## config.mk

```make
export PLATFORM = sky130hd
export DESIGN_NAME = rs_preio_bus
export DESIGN_NICKNAME = d
export VERILOG_FILES = /design/src/rtl/rs_preio_bus.sv
export SDC_FILE = /design/constraint.sdc
export NUM_CORES = 1
export LEC_CHECK = 0
export CORE_UTILIZATION = 28
export DETAILED_ROUTE_END_ITERATION = 10
export PLACE_DENSITY = 0.56
export SLEW_MARGIN = 20
export SYNTH_ARGS = -nofsm -noshare
export SYNTH_HDL_FRONTEND = slang
export SYNTH_SLANG_ARGS = --single-unit
```

## constraint.sdc

```tcl
create_clock -name FPGA_CLK -period 5.7 [get_ports FPGA_CLK]
set_input_delay 0.855 -clock FPGA_CLK [delete_from_list [all_inputs] [get_ports FPGA_CLK]]
set_output_delay 0.855 -clock FPGA_CLK [all_outputs]
set_load 0.01 [all_outputs]
```

## src/rtl/rs_preio_bus.sv

```systemverilog
// Bidirectional FPGA<->SoC pre-IO bus: two independent FWFT FIFOs plus a loopback mode, 1-cycle push-to-read latency.
// Backpressure: write READY drops when a FIFO is full; loopback pauses F2S pops while S2F is full.

module fifo #(
   parameter int WIDTH = 8,
   parameter int DEPTH = 4,
   localparam int AW = $clog2(DEPTH),
   localparam int LW = $clog2(DEPTH) + 1
) (
   input  logic             clk,
   input  logic             rst_n,
   input  logic             push_vld,
   input  logic [WIDTH-1:0] push_dat,
   output logic             push_rdy,
   output logic             pop_vld,
   input  logic             pop_rdy,
   output logic [WIDTH-1:0] pop_dat,
   output logic [LW-1:0]    level
);

   logic [WIDTH-1:0] mem [DEPTH];
   logic [AW-1:0]    wr_ptr;
   logic [AW-1:0]    rd_ptr;
   logic             push;
   logic             pop;

   assign push_rdy = (level != LW'(DEPTH));
   assign pop_vld  = (level != LW'(0));
   assign pop_dat  = mem[rd_ptr];
   assign push     = push_vld & push_rdy;
   assign pop      = pop_vld & pop_rdy;

   // DEPTH is a power of two, so pointers wrap by natural overflow
   always_ff @(posedge clk) begin
      if (!rst_n) begin
         wr_ptr <= '0;
         rd_ptr <= '0;
         level  <= '0;
      end else begin
         if (push) wr_ptr <= wr_ptr + AW'(1);
         if (pop)  rd_ptr <= rd_ptr + AW'(1);
         case ({push, pop})
            2'b10:   level <= level + LW'(1);
            2'b01:   level <= level - LW'(1);
            default: level <= level;
         endcase
      end
   end

   always_ff @(posedge clk) begin
      if (rst_n && push) mem[wr_ptr] <= push_dat;
   end

endmodule

module rs_preio_bus #(
   parameter int WIDTH = 8,
   parameter int DEPTH = 4,
   localparam int LW = $clog2(DEPTH) + 1
) (
   input  logic             FPGA_CLK,
   input  logic             FPGA_RST_N,
   output logic             SOC_CLK,
   input  logic [WIDTH-1:0] FPGA_OUT,
   input  logic             FPGA_OUT_VALID,
   output logic             FPGA_OUT_READY,
   output logic [WIDTH-1:0] SOC_OUT,
   output logic             SOC_OUT_VALID,
   input  logic             SOC_OUT_READY,
   input  logic [WIDTH-1:0] SOC_IN,
   input  logic             SOC_IN_VALID,
   output logic             SOC_IN_READY,
   output logic [WIDTH-1:0] FPGA_IN,
   output logic             FPGA_IN_VALID,
   input  logic             FPGA_IN_READY,
   input  logic             LOOPBACK,
   output logic             LB_ACTIVE,
   output logic [LW-1:0]    F2S_LEVEL,
   output logic [LW-1:0]    S2F_LEVEL
);

   logic             f2s_pop_vld;
   logic             f2s_pop_rdy;
   logic [WIDTH-1:0] f2s_pop_dat;
   logic             s2f_push_vld;
   logic             s2f_push_rdy;
   logic [WIDTH-1:0] s2f_push_dat;

   assign SOC_CLK = FPGA_CLK;

   // Mode only changes with both FIFOs empty so no word is split across modes
   always_ff @(posedge FPGA_CLK) begin
      if (!FPGA_RST_N)
         LB_ACTIVE <= 1'b0;
      else if (F2S_LEVEL == LW'(0) && S2F_LEVEL == LW'(0))
         LB_ACTIVE <= LOOPBACK;
   end

   assign f2s_pop_rdy   = LB_ACTIVE ? s2f_push_rdy : SOC_OUT_READY;
   assign SOC_OUT_VALID = f2s_pop_vld & ~LB_ACTIVE;
   assign SOC_OUT       = f2s_pop_dat;

   assign s2f_push_vld  = LB_ACTIVE ? f2s_pop_vld : SOC_IN_VALID;
   assign s2f_push_dat  = LB_ACTIVE ? f2s_pop_dat : SOC_IN;
   assign SOC_IN_READY  = s2f_push_rdy & ~LB_ACTIVE;

   fifo #(.WIDTH(WIDTH), .DEPTH(DEPTH)) u_f2s_fifo (
      .clk      (FPGA_CLK),
      .rst_n    (FPGA_RST_N),
      .push_vld (FPGA_OUT_VALID),
      .push_dat (FPGA_OUT),
      .push_rdy (FPGA_OUT_READY),
      .pop_vld  (f2s_pop_vld),
      .pop_rdy  (f2s_pop_rdy),
      .pop_dat  (f2s_pop_dat),
      .level    (F2S_LEVEL)
   );

   fifo #(.WIDTH(WIDTH), .DEPTH(DEPTH)) u_s2f_fifo (
      .clk      (FPGA_CLK),
      .rst_n    (FPGA_RST_N),
      .push_vld (s2f_push_vld),
      .push_dat (s2f_push_dat),
      .push_rdy (s2f_push_rdy),
      .pop_vld  (FPGA_IN_VALID),
      .pop_rdy  (FPGA_IN_READY),
      .pop_dat  (FPGA_IN),
      .level    (S2F_LEVEL)
   );

endmodule
```

# Word-level counts from Yosys, hierarchy flattened
# Memory sizes are Yosys's and may differ from the RTL's. A register that Yosys moved wholly into a read port is not among the register bits.
# Cells that the tools add are included.
[classes] n_addsub=8 multipliers=0 div=0 magnitude_cmp=0 eq_ne=6 n_shift=0 n_mux=13 bitwise_logic=7 reduce_logical=9
[ops] cell="case mux 3 bit (2 select lines)" count=2
[ops] cell="adder 2 x 1 -> 2 bit, second input constant" count=4
[ops] cell="two-way mux 2 bit" count=4
[ops] cell="two-way mux 8 bit" count=1
[ops] cell="adder 3 x 1 -> 3 bit, second input constant" count=2
[ops] cell="bitwise AND 1 bit" count=6
[ops] cell="logical NOT 3 bit" count=2
[ops] cell="two-way mux 1 bit" count=6
[ops] cell="inequality test 3 bit, second input constant" count=2
[ops] cell="nonzero test 3 bit" count=2
[ops] cell="subtractor 3 x 1 -> 3 bit, second input constant" count=2
[ops] cell="== test 2 x 1 -> 1 bit, second input constant" count=2
[ops] cell="== test 2 bit, second input constant" count=2
[ops] cell="nonzero test 2 bit" count=2
[ops] cell="logical AND 1 bit" count=3
[ops] cell="NOT 1 bit" count=1
[totals] ff_bits=15 latchBits=0 ram_bits=64 rom_bits=0 inputBits=23 elab_cells=52 n_memories=2
[mem_list] memory="u_f2s_fifo.mem" words=4 word_bits=8 rd=1 rd_clocked_by_memory_dff=1 write_ports=1 line="21" text="logic [WIDTH-1:0] mem [DEPTH];"
[mem_list] memory="u_s2f_fifo.mem" words=4 word_bits=8 rd=1 rd_clocked_by_memory_dff=1 write_ports=1 line="21"

# Longest topological paths before layout
# Gate-level depths: netlist of run 1.
[logic_depth] word_depth=6 mapped_depth=10 depth_no_buf=9

# Cells and area by module
# Synthesis of run 1 repeated with hierarchy kept, for this count alone.
[unflattened] cells_unflattened=208 area_unflattened_um2=3499.6
[by_module_without_submodules] mod="fifo" instances=2 cells_per_inst=94 area_per_inst_um2=1647.8 seq_area_each_um2=1141.1
[by_module_without_submodules] mod="rs_preio_bus" instances=1 cells_per_inst=20 area_per_inst_um2=203.9 seq_area_each_um2=20.0

==> results of run 1 <==
kinds of logic (layout without fill, tap and decap cells):
logic type                 after synthesis  after routing  synth area share
and+or+nand+nor                         39             39            0.0597
xor gates and xnor gates                 6              6            0.0152
adders and majority gates               12             12            0.0477
muxes                                   29             29             0.145
DFF                                     83             83             0.665
buffers and inverters                   25             84            0.0318
AOI/OAI and AO/OA                       18             18            0.0354
worst reg2reg max path, stage by stage (launching register included):
cell and delay (ps):
dfxtp_1 790, nor2_1 140, a211oi_2 300, ha_1 260
inv_1 60, fa_1 380, xor2_1 150, or3_1 300
a21oi_1 130
metal layers:
layer  vias up  share of wire
li1        905              -
met2        36           0.52
met4         0          0.019
met1       916           0.42
met5         -              0
met3         9          0.042
cells in the mapped netlist:
library cell   n  area (um^2)
or3b_1         1         8.76
and2_4         1         8.76
a211oi_2       2         25.0
nor3_2         1         10.0
nand3_1        3         15.0
nand2_1        6         22.5
o41ai_1        1         8.76
nor3b_2        1         12.5
mux2i_1        5         50.1
mux2_2         8         90.1
dfxtp_1       19          380
buf_1          1         3.75
xor2_1         6         52.6
buf_6          1         11.3
a211oi_1       1         7.51
a21oi_1        7         35.0
o31ai_1        1         7.51
inv_1         15         56.3
nand2b_1       2         12.5
clkbuf_1       3         11.3
mux4_2        16          360
fa_1           2         40.0
o311ai_0       1         8.76
ha_1          10          125
nor2_1        13         48.8
or3_1          2         12.5
nor3_1         1         5.00
edfxtp_1      64         1920
o21ai_0        3         15.0
buf_4          1         7.51
buf_2          4         20.0
a21o_1         2         15.0
and3_1         8         50.1
placed cells by master (no fill, tap or decap), types with 7 or more instances in the layout:
cell	synthesis	final
clkdlybuf4s50_1	0	50
edfxtp_1	64	64
mux2_2	8	8
clkbuf_16	0	12
dfxtp_1	19	19
ha_1	10	10
nor2_1	13	13
a21oi_1	7	7
mux4_2	16	16
and3_1	8	8
inv_1	15	15
metrics by stage:
step	power, W	hold WS (ps)
floorplan	0.00132	445
global placement	0.00161	470
detailed placement	0.00162	486
CTS	0.00235	496
global route	0.00244	520
finish	0.00232	491
how the worst min path moves through the flow:
stage	endpoint	slack, ps	depth (start not counted)
2_1_floorplan	flop	450	2
3_3_place_gp	u_f2s_fifo.rd_ptr[1]	470	2
3_5_place_dp	u_f2s_fifo.rd_ptr[1]	490	2
4_1_cts	flop	500	2
5_1_grt	flop	520	2
6_report	flop	490	2
cell type report:
class,count,area [um^2]
timing repair buffer,49,490
inverter,15,56.3
multi-input combinational,104,1050
clock buffer,14,314
sequential,83,2300
tap,147,184
clock inverter,6,93.8
fill,1151,7520
report_power, final:
part / switching (W) / leakage [nW] / internal, W
Clock: 0.000249 / 0.195 / 0.000489
Combinational: 0.000309 / 0.622 / 0.000383
Sequential: 0.000112 / 0.737 / 0.000772
Total: 0.000671 / 1.55 / 0.00164
flip-flops by register name, indices dropped and copies added (netlist names), named ones only:
name,flops
u_f2s_fifo.mem,32
u_s2f_fifo.mem,32
u_f2s_fifo.level,3
u_s2f_fifo.level,3
u_f2s_fifo.rd_ptr,2
u_f2s_fifo.wr_ptr,2
u_s2f_fifo.rd_ptr,2
u_s2f_fifo.wr_ptr,2
LB_ACTIVE,1
==> impl_results.md, run 1 <==
* Status: complete, no violations
* Levels on crit path at 3
* Max Cap Violations at 0
* Fin Setup TNS at 0 ps
* Mapped Area at 0.00346 mm^2
* Reg clk slew, reported paths at 60 ps
* Seq/Total Area, Yosys at 0.665
* GRT Max-Usage Layer: met2
* Crit path cell chain: clkbuf_16 -> clkbuf_16 -> clkdlybuf4s50_1
* Starting Density at 0.288
* Routed via count at 1866
* Setup crit end: SOC_CLK
* Worst-skew pair later-pin latency at 450 ps
* Largest net degree at the start of global routing at 19
* Worst R2R Start: LB_ACTIVE
* CP delay by family, top: buffers and inverters
* Met3 GRT Util at 0.0359
* M2 GR Usage at 0.184
* PortBufs at 50
* Clk_skew at 8.09 ps
* Crit path kind: clk2out
* Die area at 0.0128 mm^2
* GRT Resource Usage Total at 0.109
* Post-Place Cells at 399
* Antenna diode count at 0
* Initial drt markers at 58
* First-pass GRT wire length at 10000 um
* Wire per inst at 15.1 um
* HP Start: u_f2s_fifo.rd_ptr[1]
* Drt first pass iters at 4
* Post-route cell area at 0.00449 mm^2
* Hold Fails Final Rpt at 0
* # IOs at 51
* Hold Crit Class: reg2reg
* Worst Setup Start Kind: clock port
* Routed Wire Length at 6320 um
* Worst EP required at 4850 ps
* Synth Net Count at 247
* Area grow syn2layout at 29.7%
* Worst-path fanout max at 2
* Post-place setup slack at 1550 ps
* RePlAce Congestion at 0.683
* Static Leak at 1.55 nW
* Initial antenna violation count at 0
* Synth unique cells at 33
* Max-slew violation count at 0
* Chip Width at 113 um
* CP max stage cell: clkdlybuf4s50_1
* GRT overflow at 0
* Chip height at 113 um
* Crit. End Element: output port
* Arrival time at the worst endpoint at 3560 ps
* Normalized max-slew margin at 0.511
* Worst vdd ir at 241 uV
* RSZ-0062 raised after global routing: no
* Met1 Use GR at 0.119
* CP Launch Point: FPGA_CLK
* Site row count at 40
* Hpwl dp at 4380 um
* Layout cell share with drive strength beyond 1 at 0.173
* TritonCTS clock tree: built
* Layout Utilization at 0.374
* Cts hold-fix bufs at 0
* R2r setup slk at 3100 ps
* Via density at 4.46
* Reg2reg end: u_f2s_fifo.level[2]
* Vias in the first global route at 1945
* # setup viols final at 0
* Pwr/cell area at 516 mW/mm^2
* Final std cells w/o fill at 418
* CTS resizes at 0
* Ys Warns at 0
* Core Area at 0.0120 mm^2
* Actual slew at the worst max-slew pin at 733 ps
* Mapped Avg Cell Area at 16.3 um^2
* Most frequent CP cell: clkbuf_16
* Fin nets at 301
* Placed cell area at 0.00409 mm^2
* WP buf/inv at 3
* Slowest cell delay on critical path at 460 ps
* Worst Setup Slack, final at 1290 ps
* ANT nets after route at 0
* Cells after Synth at 212
* Post-CTS Setup Bufs at 0
* Yosys reg bits at 83
* FF-to-FF path depth at 8
* DRC at 0
Note: power is estimated with default switching activity, not from simulation.
==> inputs of run 2 (changes only) <==
clock period = 4.4 ns   (was 5.7 ns; I/O delays follow)
==> run 2 against run 1 <==
Total power up 29%; clock power is 29% higher; combinational power is 29% higher; first-iteration DRC count is 29% lower; clock-buffer cell count unchanged; non-clock buffer count stayed put; via count decreased by 0.43%; critical path type unchanged; highest routed layer unchanged.
==> impl_results.md, run 2 (synthesis gave the netlist of run 1 again) <==
* Status: complete, no violations
* HP Start: u_f2s_fifo.rd_ptr[1]
* DRC at 0
* Post-CTS Setup Bufs at 0
* Largest regs: u_f2s_fifo.mem x32, u_s2f_fifo.mem x32
* Hpwl dp at 4320 um
* Worst vdd ir at 320 uV
* Worst-path fanout max at 2
* # setup viols final at 0
* ANT nets after route at 0
* CTS resizes at 0
* First-pass GRT wire length at 9620 um
* Multi-input logic area at 0.00105 mm^2
* Chip Width at 113 um
* Drt first pass iters at 4
* Core Area at 0.0120 mm^2
* Initial drt markers at 41
* Hold Crit Class: reg2reg
* CP Launch Point: FPGA_CLK
* Total power at 0.00299 W
* Antenna diode count at 0
* Max Cap Violations at 0
* Final std cells w/o fill at 418
* Worst Setup Start Kind: clock port
* Largest net degree at the start of global routing at 19
* Wire per inst at 14.9 um
* Crit path kind: clk2out
* Fill cells at 1123
* Worst Hold Margin at 479 ps
* RSZ-0062 raised after global routing: no
* Routed Wire Length at 6220 um
* Pwr/cell area at 666 mW/mm^2
* TritonCTS clock tree: built
* Reg clk slew, reported paths at 60 ps
* Worst R2R Start: LB_ACTIVE
* Routed via count at 1858
* Die area at 0.0128 mm^2
* Fin Setup TNS at 0 ps
* Register Area at 0.00230 mm^2
* R2r setup slk at 1760 ps
* Cts hold-fix bufs at 0
* Hold Fails Final Rpt at 0
* GRT overflow at 0
* Crit. End Element: output port
* Clk_skew at 5.01 ps
* GRT Resource Usage Total at 0.104
* Site row count at 40
* Worst-skew pair later-pin latency at 440 ps
* Starting Density at 0.288
* # IOs at 51
* Commonest non-fill, non-tap cells in the layout: edfxtp_1, clkdlybuf4s50_1, dfxtp_1
* Chip height at 113 um
* Actual slew at the worst max-slew pin at 755 ps
* Commonest non-fill, non-tap cell in the layout: edfxtp_1
* Via density at 4.44
* Vias in the first global route at 1894
* Layout cell share with drive strength beyond 1 at 0.173
* Normalized max-slew margin at 0.496
* Arrival time at the worst endpoint at 2910 ps
* Post-Place Cells at 399
* RePlAce Congestion at 0.682
* Static Leak at 1.55 nW
* Area grow syn2layout at 29.7%
* Initial antenna violation count at 0
* PortBufs at 50
* Max-slew violation count at 0
* Worst EP required at 3740 ps
* Fin nets at 301
run 2: cell counts in the layout (fill, tap and decap cells not counted):
No cell type changed its count.
run 2: area by class of cell:
| class | count | area share |
|---|---|---|
| clock buffers | 14 | 0.0700 |
| multi-input cells | 104 | 0.233 |
| flip-flops and latches | 83 | 0.513 |
| repair buffers | 49 | 0.109 |
| inverters | 15 | 0.0125 |
| clock inverters | 6 | 0.0209 |
| well taps | 147 | 0.0410 |
run 2: stage by stage:
stage / util / worst slack [ps] / instance area (um^2)
after global placement: 0.341 / 1090 / 4090
after floorplan: - / 1420 / 3460
after global routing: 0.374 / 825 / 4490
after CTS: 0.374 / 824 / 4490
after detailed placement: 0.341 / 1090 / 4090
final: 0.374 / 830 / 4490
run 2: worst max-delay path, stage by stage:
cell and delay, ps:
clkbuf_16 120, clkbuf_16 130, clkdlybuf4s50_1 460
run 2: power by group:
part	switching (W)	internal, W	total, W
logic	0.000396	0.000497	0.000893
clock network	0.000319	0.000634	0.000953
registers	0.000144	0.00100	0.00114
total	0.000859	0.00213	0.00299
run 2: metal layers:
| metal | vias to the layer above | global-route usage | routed length [um] |
|---|---|---|---|
| met5 | - | 0 | 0 |
| met4 | 0 | 0.0667 | 146 |
| met3 | 11 | 0.0273 | 266 |
| met2 | 35 | 0.181 | 3210 |
| met1 | 904 | 0.111 | 2590 |
| li1 | 908 | - | - |
run 2: final timing paths:
check | to | depth (start not counted)
min reg2reg | flop | 2
min | flop | 2
max reg2reg | u_f2s_fifo.level[2] | 8
max | SOC_CLK | 3
==> inputs of run 3 (changes only) <==
clock period = 3.7 ns   (was 4.4 ns; I/O delays follow)
==> run 3 against run 2 <==
Clock power is 3.3% higher; largest power group unchanged; register-to-register slack worse by 620 ps; total power grew 14%; via count down 0.32%; clock-buffer cell count did not move; sequential share of layout area grew 0.62 points; combinational power is 19% higher; sequential power is 19% higher; flip-flop and latch count unchanged.
==> impl_results.md, run 3 (synthesis gave the netlist of run 1 again) <==
* CTS resizes at 0
* FF-to-FF path depth at 8
* First-pass GRT wire length at 9820 um
* DRC at 0
* Site row count at 40
* RSZ-0062 raised after global routing: no
* RePlAce Congestion at 0.681
* Crit path cell chain: clkbuf_16 -> clkbuf_16 -> clkdlybuf4s50_1
* Largest regs: u_f2s_fifo.mem x32, u_s2f_fifo.mem x32
* GRT Max-Usage Layer: met2
* # IOs at 51
* Reg clk slew, reported paths at 60 ps
* Via density at 4.44
* # setup viols final at 0
* Post-CTS Setup Bufs at 0
* Wire per inst at 15.1 um
* Status: complete, no violations
* Pwr/cell area at 768 mW/mm^2
* Worst R2R Start: LB_ACTIVE
* Max-slew violation count at 0
* Routed via count at 1852
* Max Cap Violations at 0
* Core Area at 0.0120 mm^2
* Clk_skew at 5.13 ps
* Crit. End Element: output port
* Actual slew at the worst max-slew pin at 721 ps
* Slowest cell delay on critical path at 460 ps
* Area grow syn2layout at 28.2%
* PortBufs at 50
* Fin Setup TNS at 0 ps
* Largest net degree at the start of global routing at 19
* CP max stage cell: clkdlybuf4s50_1
* Total power at 0.00341 W
* Worst-skew pair later-pin latency at 440 ps
* Die area at 0.0128 mm^2
* Commonest non-fill, non-tap cells in the layout: edfxtp_1, clkdlybuf4s50_1, dfxtp_1
* ANT nets after route at 0
* Fin nets at 301
* Worst Setup Start Kind: clock port
* Placed cell area at 0.00409 mm^2
* Most frequent CP cell: clkbuf_16
* Worst vdd ir at 368 uV
* Hold path depth at 2
* Layout cell share with drive strength beyond 1 at 0.170
* Initial drt markers at 54
* Static Leak at 1.52 nW
* Worst-path fanout max at 2
* Reg2reg end: u_f2s_fifo.level[2]
* HP Start: u_f2s_fifo.rd_ptr[1]
* Cts hold-fix bufs at 0
* Initial antenna violation count at 0
* TritonCTS clock tree: built
* M2 GR Usage at 0.176
* Chip Width at 113 um
* Routed Wire Length at 6280 um
* Vias in the first global route at 1899
* CP delay by family, top: buffers and inverters
* Post-route cell area at 0.00443 mm^2
* Drt first pass iters at 4
* Antenna diode count at 0
* Hpwl dp at 4400 um
* Met1 Use GR at 0.118
* Chip height at 113 um
* WP buf/inv at 3
* Normalized max-slew margin at 0.519
* R2r setup slk at 1140 ps
* Hold Fails Final Rpt at 0
* Commonest non-fill, non-tap cell in the layout: edfxtp_1
* Crit path kind: clk2out
* Met3 GRT Util at 0.0364
* Worst EP required at 3140 ps
* Arrival time at the worst endpoint at 2560 ps
* GRT Resource Usage Total at 0.107
* GRT overflow at 0
* Hold Crit Class: reg2reg
* Starting Density at 0.288
[run 3: area by class of cell]
type	count	area (um^2)
inverter	15	56.3
multi-input combinational	104	1050
tap	147	184
sequential	83	2300
clock inverter	5	40.0
fill	1141	7580
timing repair buffer	49	490
clock buffer	14	314
[run 3: worst max path at each step]
stage                     startpoint  endpoint  depth (start not counted)
final                       FPGA_CLK   SOC_CLK                          3
after global routing        FPGA_CLK   SOC_CLK                          3
after CTS                   FPGA_CLK   SOC_CLK                          3
after detailed placement    FPGA_CLK   SOC_CLK                          1
after global placement      FPGA_CLK   SOC_CLK                          1
after floorplan             FPGA_CLK   SOC_CLK                          1
[run 3: tightest hold or removal path: stages, from the launching register on]
cell	delay, ps
dfxtp_1	300
nand2_1	50
mux2i_1	70
[run 3: metal layers]
layer  wire length [um]  part of all wire  vias up
met5                  0                 0        -
met4                128             0.020        0
met3                301             0.048        9
met2               3190              0.51       35
met1               2670              0.42      903
li1                   -                 -      905
[run 3: power breakdown]
group	switching, W	internal, W	total, W
sequential	0.000172	0.00119	0.00136
clock	0.000375	0.000610	0.000984
combinational	0.000469	0.000590	0.00106
total	0.00102	0.00239	0.00341
[run 3: per-stage QoR]
step,util,hold slack (ps),std cells,worst slack [ps]
global placement,0.341,470,399,846
floorplan,-,445,212,1180
global route,0.369,509,417,567
finish,0.369,476,417,585
detailed placement,0.341,479,399,846
CTS,0.369,485,417,576
